==> config.mk <==
export PLATFORM = sky130hd
export DESIGN_NAME = noc_axi4_bridge_flit_arb
export DESIGN_NICKNAME = d
export VERILOG_FILES = /design/src/rtl/noc_axi4_bridge_pkg.sv /design/src/rtl/noc_axi4_bridge_rr_pick.sv /design/src/rtl/noc_axi4_bridge_flit_arb.sv
export SDC_FILE = /design/constraint.sdc
export NUM_CORES = 1
export LEC_CHECK = 0
export ABC_AREA = 1
export ABC_CLOCK_PERIOD_IN_PS = 6700
export CAP_MARGIN = 40
export CORE_AREA = 2 2 106 108
export CTS_CLUSTER_SIZE = 24
export DETAILED_ROUTE_END_ITERATION = 10
export DIE_AREA = 0 0 108 110
export PLACE_DENSITY = 0.67
export SETUP_SLACK_MARGIN = 0.02
export SLEW_MARGIN = 25
export SYNTH_ARGS = -nofsm -noshare
export SYNTH_HDL_FRONTEND = slang
export SYNTH_SLANG_ARGS = --single-unit
==> constraint.sdc <==
create_clock -name clk -period 6.7 [get_ports clk]
set_clock_uncertainty 0.05 [all_clocks]
set_input_delay 1.005 -clock clk [delete_from_list [all_inputs] [get_ports clk]]
set_output_delay 1.005 -clock clk [all_outputs]
set_load 0.05 [all_outputs]
==> src/rtl/noc_axi4_bridge_pkg.sv <==
// Shared types and defaults for the NoC-to-AXI4 bridge flit arbiter.
// Latency: n/a (types only); backpressure: n/a.
`ifndef NOC_DATA_WIDTH
`define NOC_DATA_WIDTH 64
`endif
`ifndef MSG_LENGTH
`define MSG_LENGTH 29:22
`endif
`ifndef MSG_LENGTH_WIDTH
`define MSG_LENGTH_WIDTH 8
`endif

package noc_axi4_bridge_pkg;

    typedef enum logic {
        IDLE = 1'b0,
        LOCK = 1'b1
    } arb_state_t;

    localparam int NUM_PORTS_DEF = 3;

endpackage

==> src/rtl/noc_axi4_bridge_rr_pick.sv <==
// Rotating-priority pick: first set req bit searching from ptr+1 upward, modulo N.
// Latency: combinational; backpressure: none, pure function of req/ptr.
module noc_axi4_bridge_rr_pick #(
    parameter int N = 3,
    parameter int W = $clog2(N)
) (
    input  logic [N-1:0] req,
    input  logic [W-1:0] ptr,
    output logic [W-1:0] gnt_idx,
    output logic         gnt_any
);

    int idx;

    // Walk from the farthest candidate back to the nearest so the nearest hit wins.
    always_comb begin
        gnt_idx = '0;
        gnt_any = 1'b0;
        idx     = 0;
        for (int k = N; k >= 1; k--) begin
            idx = (int'(ptr) + k) % N;
            if (req[idx]) begin
                gnt_idx = W'(idx);
                gnt_any = 1'b1;
            end
        end
    end

endmodule

==> src/rtl/noc_axi4_bridge_flit_arb.sv <==
// Round-robin flit arbiter locking the deserializer to one port for a whole packet.
// Latency: 0 cycles, no buffering; backpressure: out_rdy passes straight to the granted port's in_rdy.
`ifndef NOC_DATA_WIDTH
`define NOC_DATA_WIDTH 64
`endif
`ifndef MSG_LENGTH
`define MSG_LENGTH 29:22
`endif
`ifndef MSG_LENGTH_WIDTH
`define MSG_LENGTH_WIDTH 8
`endif

module noc_axi4_bridge_flit_arb
    import noc_axi4_bridge_pkg::*;
#(
    parameter int NUM_PORTS = NUM_PORTS_DEF,
    parameter int PORT_W    = $clog2(NUM_PORTS)
) (
    input  logic                                  clk,
    input  logic                                  rst,
    input  logic [NUM_PORTS*`NOC_DATA_WIDTH-1:0]  in_flit,
    input  logic [NUM_PORTS-1:0]                  in_val,
    output logic [NUM_PORTS-1:0]                  in_rdy,
    output logic [`NOC_DATA_WIDTH-1:0]            out_flit,
    output logic                                  out_val,
    input  logic                                  out_rdy,
    output logic [PORT_W-1:0]                     out_port,
    output logic                                  busy
);

    localparam int DW = `NOC_DATA_WIDTH;
    localparam int LW = `MSG_LENGTH_WIDTH;

    arb_state_t         state_q, state_d;
    logic [PORT_W-1:0]  rr_ptr_q, rr_ptr_d;
    logic [PORT_W-1:0]  port_q, port_d;
    logic [LW-1:0]      remaining_q, remaining_d;

    logic [PORT_W-1:0]  pick_idx;
    logic               pick_any;
    logic [PORT_W-1:0]  gnt;
    logic               owned;
    logic               xfer;
    logic [DW-1:0]      sel_flit;

    noc_axi4_bridge_rr_pick #(
        .N (NUM_PORTS),
        .W (PORT_W)
    ) u_pick (
        .req     (in_val),
        .ptr     (rr_ptr_q),
        .gnt_idx (pick_idx),
        .gnt_any (pick_any)
    );

    always_ff @(posedge clk) begin
        if (rst) begin
            state_q     <= IDLE;
            rr_ptr_q    <= PORT_W'(NUM_PORTS - 1);
            port_q      <= '0;
            remaining_q <= '0;
        end else begin
            state_q     <= state_d;
            rr_ptr_q    <= rr_ptr_d;
            port_q      <= port_d;
            remaining_q <= remaining_d;
        end
    end

    always_comb begin
        state_d     = state_q;
        rr_ptr_d    = rr_ptr_q;
        port_d      = port_q;
        remaining_d = remaining_q;
        gnt         = (state_q == LOCK) ? port_q : pick_idx;
        owned       = (state_q == LOCK) || pick_any;
        sel_flit    = in_flit[int'(gnt)*DW +: DW];
        out_flit    = sel_flit;
        out_val     = 1'b0;
        in_rdy      = '0;
        out_port    = rst ? '0 : port_q;

        if (!rst && owned) begin
            out_val     = in_val[gnt];
            in_rdy[gnt] = out_rdy;
            out_port    = gnt;
        end
        xfer = out_val && out_rdy;

        case (state_q)
            IDLE: begin
                // port_q tracks the displayed choice so out_port holds it when nobody requests.
                if (pick_any) begin
                    port_d = pick_idx;
                end
                if (xfer) begin
                    rr_ptr_d    = gnt;
                    remaining_d = sel_flit[`MSG_LENGTH];
                    if (sel_flit[`MSG_LENGTH] != '0) begin
                        state_d = LOCK;
                    end
                end
            end
            LOCK: begin
                if (xfer) begin
                    if (remaining_q != '0) begin
                        remaining_d = remaining_q - LW'(1);
                    end
                    if (remaining_q <= LW'(1)) begin
                        state_d = IDLE;
                    end
                end
            end
            default: state_d = IDLE;
        endcase

        busy = (state_q == LOCK);
    end

endmodule

==> Word-level counts from Yosys, hierarchy flattened <==
Index checks and enable logic that the tools add are counted.
{ "totals": {"wordCells": 66, "reg_bits": 13, "in_bits": 198} }
{ "op_classes": {"n_div": 3, "order_cmp": 6, "shift": 1, "bitwise_logic": 2, "add_sub_neg": 4, "eq_ne": 3, "n_mux": 33, "reduce_logical": 10} }
{ "ops": {"columns": ["cell", "count"], "rows": [
  ["variable part select 192 x 9 -> 64 bit", 1],
  ["< comparator 32 x 4 -> 1 bit (second input constant)", 3],
  ["modulo 32 x 3 -> 32 bit (second input constant)", 3],
  ["2-to-1 mux 8 bit", 3],
  ["2-to-1 mux 1 bit", 16],
  ["case mux 8 bit (2 select lines)", 1],
  ["nonzero test 8 bit", 2],
  ["2-to-1 mux 2 bit", 6],
  ["binary-select mux 1 bit (select 2 bit)", 4],
  ["<= comparator 8 x 1 -> 1 bit (second input constant)", 1],
  ["subtractor 8 x 1 -> 8 bit (second input constant)", 1],
  ["adder 2 x 2 -> 3 bit (second input constant)", 2],
  ["!= test 2 x 1 -> 1 bit (second input constant)", 2],
  ["AND reduction 2 bit", 2],
  ["adder 2 x 1 -> 3 bit (second input constant)", 1],
  ["bitwise AND 3 bit", 1],
  ["logical AND 1 bit", 3],
  ["< comparator 2 x 3 -> 1 bit (second input constant)", 1],
  ["2-to-1 mux 3 bit", 1],
  ["AND reduction 3 bit", 1],
  ["demux 1 bit (select 2 bit)", 1],
  [">= comparator 2 x 1 -> 1 bit (second input constant)", 1],
  ["!= test 2 bit (second input constant)", 1],
  ["case mux 1 bit (2 select lines)", 1],
  ["other kinds (3)", 3]
]} }

==> Depth between registers and ports, before layout <==
{ "logic_depth": {"word_depth": 15, "ltp_mapped": 19, "depth_no_buf": 19} }

==> Hierarchy <==
A second synthesis with hierarchy kept.
{ "unflattened": {"cells_unflattened": 488, "area_unflattened_um2": 2363.5} }
{ "by_module_without_submodules": {"columns": ["mod", "seq_area_each_um2", "cells_per_inst", "area_per_inst_um2", "n_inst"], "rows": [
  ["noc_axi4_bridge_flit_arb", 260.2, 447, 2145.8, 1],
  ["noc_axi4_bridge_rr_pick", 0.0, 41, 217.7, 1]
]} }

==> Worst setup path after synthesis <==
No wires, ideal clock.
{ "synth_path": {"kind": "input-to-output", "from": "input in_val[0]", "to": "output out_port[0]", "arrival_ns": 2.862, "required_ns": 5.645, "setup_slack_ns": 2.783, "n_path_buf": 1, "stages": 10, "path_cell_list": "inv_1 nand2_1 nand3_1 nand2_1 nand2_1 nand3_2 nand3_4 nand2_4 buf_4 o21ai_0"} }
{ "synth_via": {"elab_chain_len": 9, "word_cells_on_any_way": 19} }
{ "synth_rtl": {"columns": ["item", "line_no", "source"], "rows": [
  ["start, declared", "noc_axi4_bridge_flit_arb.sv:22", "input logic [NUM_PORTS-1:0] in_val,"],
  ["binary-select mux 1 bit (select 2 bit)", "noc_axi4_bridge_rr_pick.sv:22", "if (req[idx]) begin"],
  ["2-to-1 mux 1 bit (not written as such) (2 in a row)", "noc_axi4_bridge_rr_pick.sv:22", null],
  ["2-to-1 mux 1 bit (3 in a row)", "noc_axi4_bridge_rr_pick.sv:22", null],
  ["logical OR 1 bit", "noc_axi4_bridge_flit_arb.sv:76", "owned = (state_q == LOCK) || pick_any;"],
  ["logical AND 1 bit", "noc_axi4_bridge_flit_arb.sv:83", "if (!rst && owned) begin"],
  ["2-to-1 mux 2 bit *", "noc_axi4_bridge_flit_arb.sv:83", null],
  ["end, declared", "noc_axi4_bridge_flit_arb.sv:27", "output logic [PORT_W-1:0] out_port,"]
]} }
Mark *: on every way between the ends. The rest lies on a longest branch, timed or not. The select of a mux whose other input is x is not followed.

==> Final worst setup path <==
{ "layout_path": {"from": "input in_val[1]", "to": "output out_flit[46]"} }
{ "layout_via": {"elab_chain_len": 8, "word_cells_on_any_way": 14} }
{ "layout_rtl": {"columns": ["item", "line_no", "source"], "rows": [
  ["binary-select mux 1 bit (select 2 bit)", "noc_axi4_bridge_rr_pick.sv:22", null],
  ["2-to-1 mux 1 bit (not written as such) (2 in a row)", "noc_axi4_bridge_rr_pick.sv:22", null],
  ["2-to-1 mux 2 bit (2 in a row)", "noc_axi4_bridge_rr_pick.sv:22", null],
  ["2-to-1 mux 2 bit *", "noc_axi4_bridge_rr_pick.sv:22", null],
  ["2-to-1 mux 2 bit *", "noc_axi4_bridge_flit_arb.sv:75", "gnt = (state_q == LOCK) ? port_q : pick_idx;"],
  ["variable part select 192 x 9 -> 64 bit *", "noc_axi4_bridge_flit_arb.sv:77", "sel_flit = in_flit[int'(gnt)*DW +: DW];"],
  ["end, declared", "noc_axi4_bridge_flit_arb.sv:24", "output logic [`NOC_DATA_WIDTH-1:0] out_flit,"]
]} }
Marks and branches as above.

==> impl_metrics.yaml <==
status:
  status: "finished clean"
floorplanning:
  die_area_um2: 11880
  die_height_um: 110
  fp-row-count: 38
  start_util_pct: 21.80
  ios: 269
  fp.coreArea_um2: 10700
  fp.dieW_um: 108
sta:
  hold_violations: 0
  tns_ps: 0
  report.final.slew_viol_count: 0
  tightest_slew_ps: 633.2
  max_slew_margin_pct: 57.73
  rsz0062_at_grt: "false"
  fmax_mhz: 182.4
  setup_viol: 0
  fin_crit_ps: 5482
  min_period_over_period_pct: 81.81
cts:
  cts_resized: 0
  numClockSinks: 13
  cts_hold_buf: 0
  post_cts_buffers: 0
  cts_tree: "done"
  ctsHtreeMaxLevel: 1
  clock_latency_ps: 250
  clkTransAtPathRegs_ps: 60
  clk_path_buf_depth: 2
  cts_root_buf: "clkbuf_8"
  cts_made_buffers: 3
route:
  totalWireLength_um: 13670
  drt.antenna.violating_nets: 0
  routed.top_layer: "met5"
  drc: 0
  wl_met2_um: 6619
  met1_length_um: 5532
  dr.pass1.iters: 5
  drt-initial-drc-count: 334
  met3WireLength_um: 1171
  viasPerCell: 4.619
  dr_total_vias: 4009
  wire_per_inst_um: 15.75
cells_and_area:
  drive_gt1_share_pct: 2.747
  fillers: 1116
  seq_area_um2: 260.3
  synthToLayoutAreaGrowth_pct: 121.7
  multi_input_area_um2: 1805
  antenna_cells: 0
  nets: 933
synthesis:
  ys_ff_latch: 13
  ys_types: 32
  syn_area_um2: 2332
  synthArstFlopShare_pct: 0
  ys_seq_area_share_pct: 11.16
  synth_nets: 681
  syn_inst: 477
  synthFlopType: "dfxtp_1"
  synth.avg_cell_area_um2: 4.889
  synth-edff-count: 0
  yosys_warnings: 0
min_path:
  worstHoldStart: "port_q[0]$_SDFFE_PP0P_"
  min_path_type: "reg2reg"
grt:
  grt_pass1_wl_um: 19750
  grt_pass1_vias: 3674
  grtUsageTotal_pct: 21.00
  grt_max_degree: 57
  antenna_found_initial: 2
  gr-total-overflow: 0
placed_design:
  port-buffer-count: 268
  gp_congestion: 0.9620
  hpwl_um: 11160
critical_path:
  worstSetupPathType: "in2out"
  crit_path_start: "in_val[1]"
  cp-start-kind: "input pin"
  worstPathRequired_ps: 5640
  critPathCaptureType: "primary output"
  worstPathArrival_ps: 4430
  cp_max_fo: 56
  rr_startpoint: "rr_ptr_q[0]$_SDFFE_PP0P_"
flow_run:
  maxCapViolations: 0
synth_stat cells, types with 3 or more instances:
cell / number / area (um^2)
o21ai_0: 23 / 115.1
nand3_1: 81 / 405.4
clkbuf_1: 6 / 22.52
nand4_1: 3 / 18.77
buf_2: 15 / 75.07
nor2_1: 50 / 187.7
nand2_1: 210 / 788.3
dfxtp_1: 13 / 260.3
buf_4: 3 / 22.52
a21oi_1: 4 / 20.02
inv_1: 37 / 138.9
ha_1: 6 / 75.07
area by class of cell:
type,instances,area share (%)
Sequential cell,13,5.034
Inverter,39,2.832
Tap cell,140,3.388
Timing Repair Buffer,271,52.95
Clock buffer,4,0.8712
Multi-Input combinational cell,401,34.92
cell families (layout without fill, tap and decap cells):
| family | after synthesis | in the layout | synth area share, % |
|---|---|---|---|
| buffers and inverters | 63 | 314 | 11.43 |
| and+or+nand+nor | 358 | 358 | 64.81 |
| adders and majority gates | 6 | 6 | 3.219 |
| DFF | 13 | 13 | 11.16 |
| AOI/OAI and AO/OA | 36 | 36 | 9.013 |
| xor gates and xnor gates | 1 | 1 | 0.3756 |
stage by stage:
step           area (um^2)  util (%)  worst slack, ps  std cells  hold WS (ps)
6_report              5170     48.33             1218        868         465.1
5_1_grt               5170     48.33            997.8        868         508.1
3_3_place_gp          5077     47.46             1077        862         433.7
4_1_cts               5170     48.33             1208        868         466.8
3_5_place_dp          5125     47.91             1222        864         451.6
2_1_floorplan         2332         -             2783        477         413.4
layout by cell type, fill, tap and decap left out:
master,Yosys,final
a21boi_0,1,1
a21oi_1,4,4
a21oi_4,1,1
a22oi_1,2,2
and2_1,1,1
buf_12,0,1
buf_16,0,1
buf_4,3,1
clkbuf_1,6,1
clkbuf_8,0,3
clkdlybuf4s50_1,0,268
dfxtp_1,13,13
ha_1,6,6
inv_1,37,35
inv_2,2,4
nand2_1,210,210
nand2_2,2,2
nand2_4,1,1
nand3_1,81,81
nand3_2,2,2
nand3_4,1,1
nand3b_1,1,1
nand4_1,3,3
nor2_1,50,50
nor2_2,2,2
nor3_1,1,1
o2111ai_1,1,1
o211ai_1,1,1
o21a_1,1,1
o21ai_0,23,23
o21ai_1,1,1
o31ai_1,1,1
or2_1,2,2
or2_2,1,1
xnor2_1,1,1
routing by layer:
layer	vias up	track usage [%]
li1	2013	-
met5	-	0
met2	192	37.74
met1	1775	25.07
met3	25	4.938
met4	4	5.678
critical path: stages:
cell and delay, ps:
clkdlybuf4s50_1 510, inv_1 110, nand2_1 50, nand3_1 120
nand2_1 60, nand2_1 60, nand2_1 50, nand2_1 70
nand2_2 220, inv_1 250, nand2_1 220, inv_2 80
buf_4 490, nand2_1 180, nand3_1 120, clkdlybuf4s50_1 810
registers in the layout, summed over array words and instances (netlist names):
signal       flops
busy             1
remaining_q      8
rr_ptr_q         2
port_q           2
worst paths after layout:
path / depth (start not counted) / end / slack [ps]
max: 16 / out_flit[46] / 1220
min: 2 / port_q[0]$_SDFFE_PP0P_ / 470
max reg2reg: 17 / remaining_q[0]$_SDFFE_PP0P_ / 3600
min reg2reg: 2 / port_q[0]$_SDFFE_PP0P_ / 470
Power is left out: the tool's default activity adds up to more than one toggle a clock period on the data nets, which glitch-free logic cannot reach.
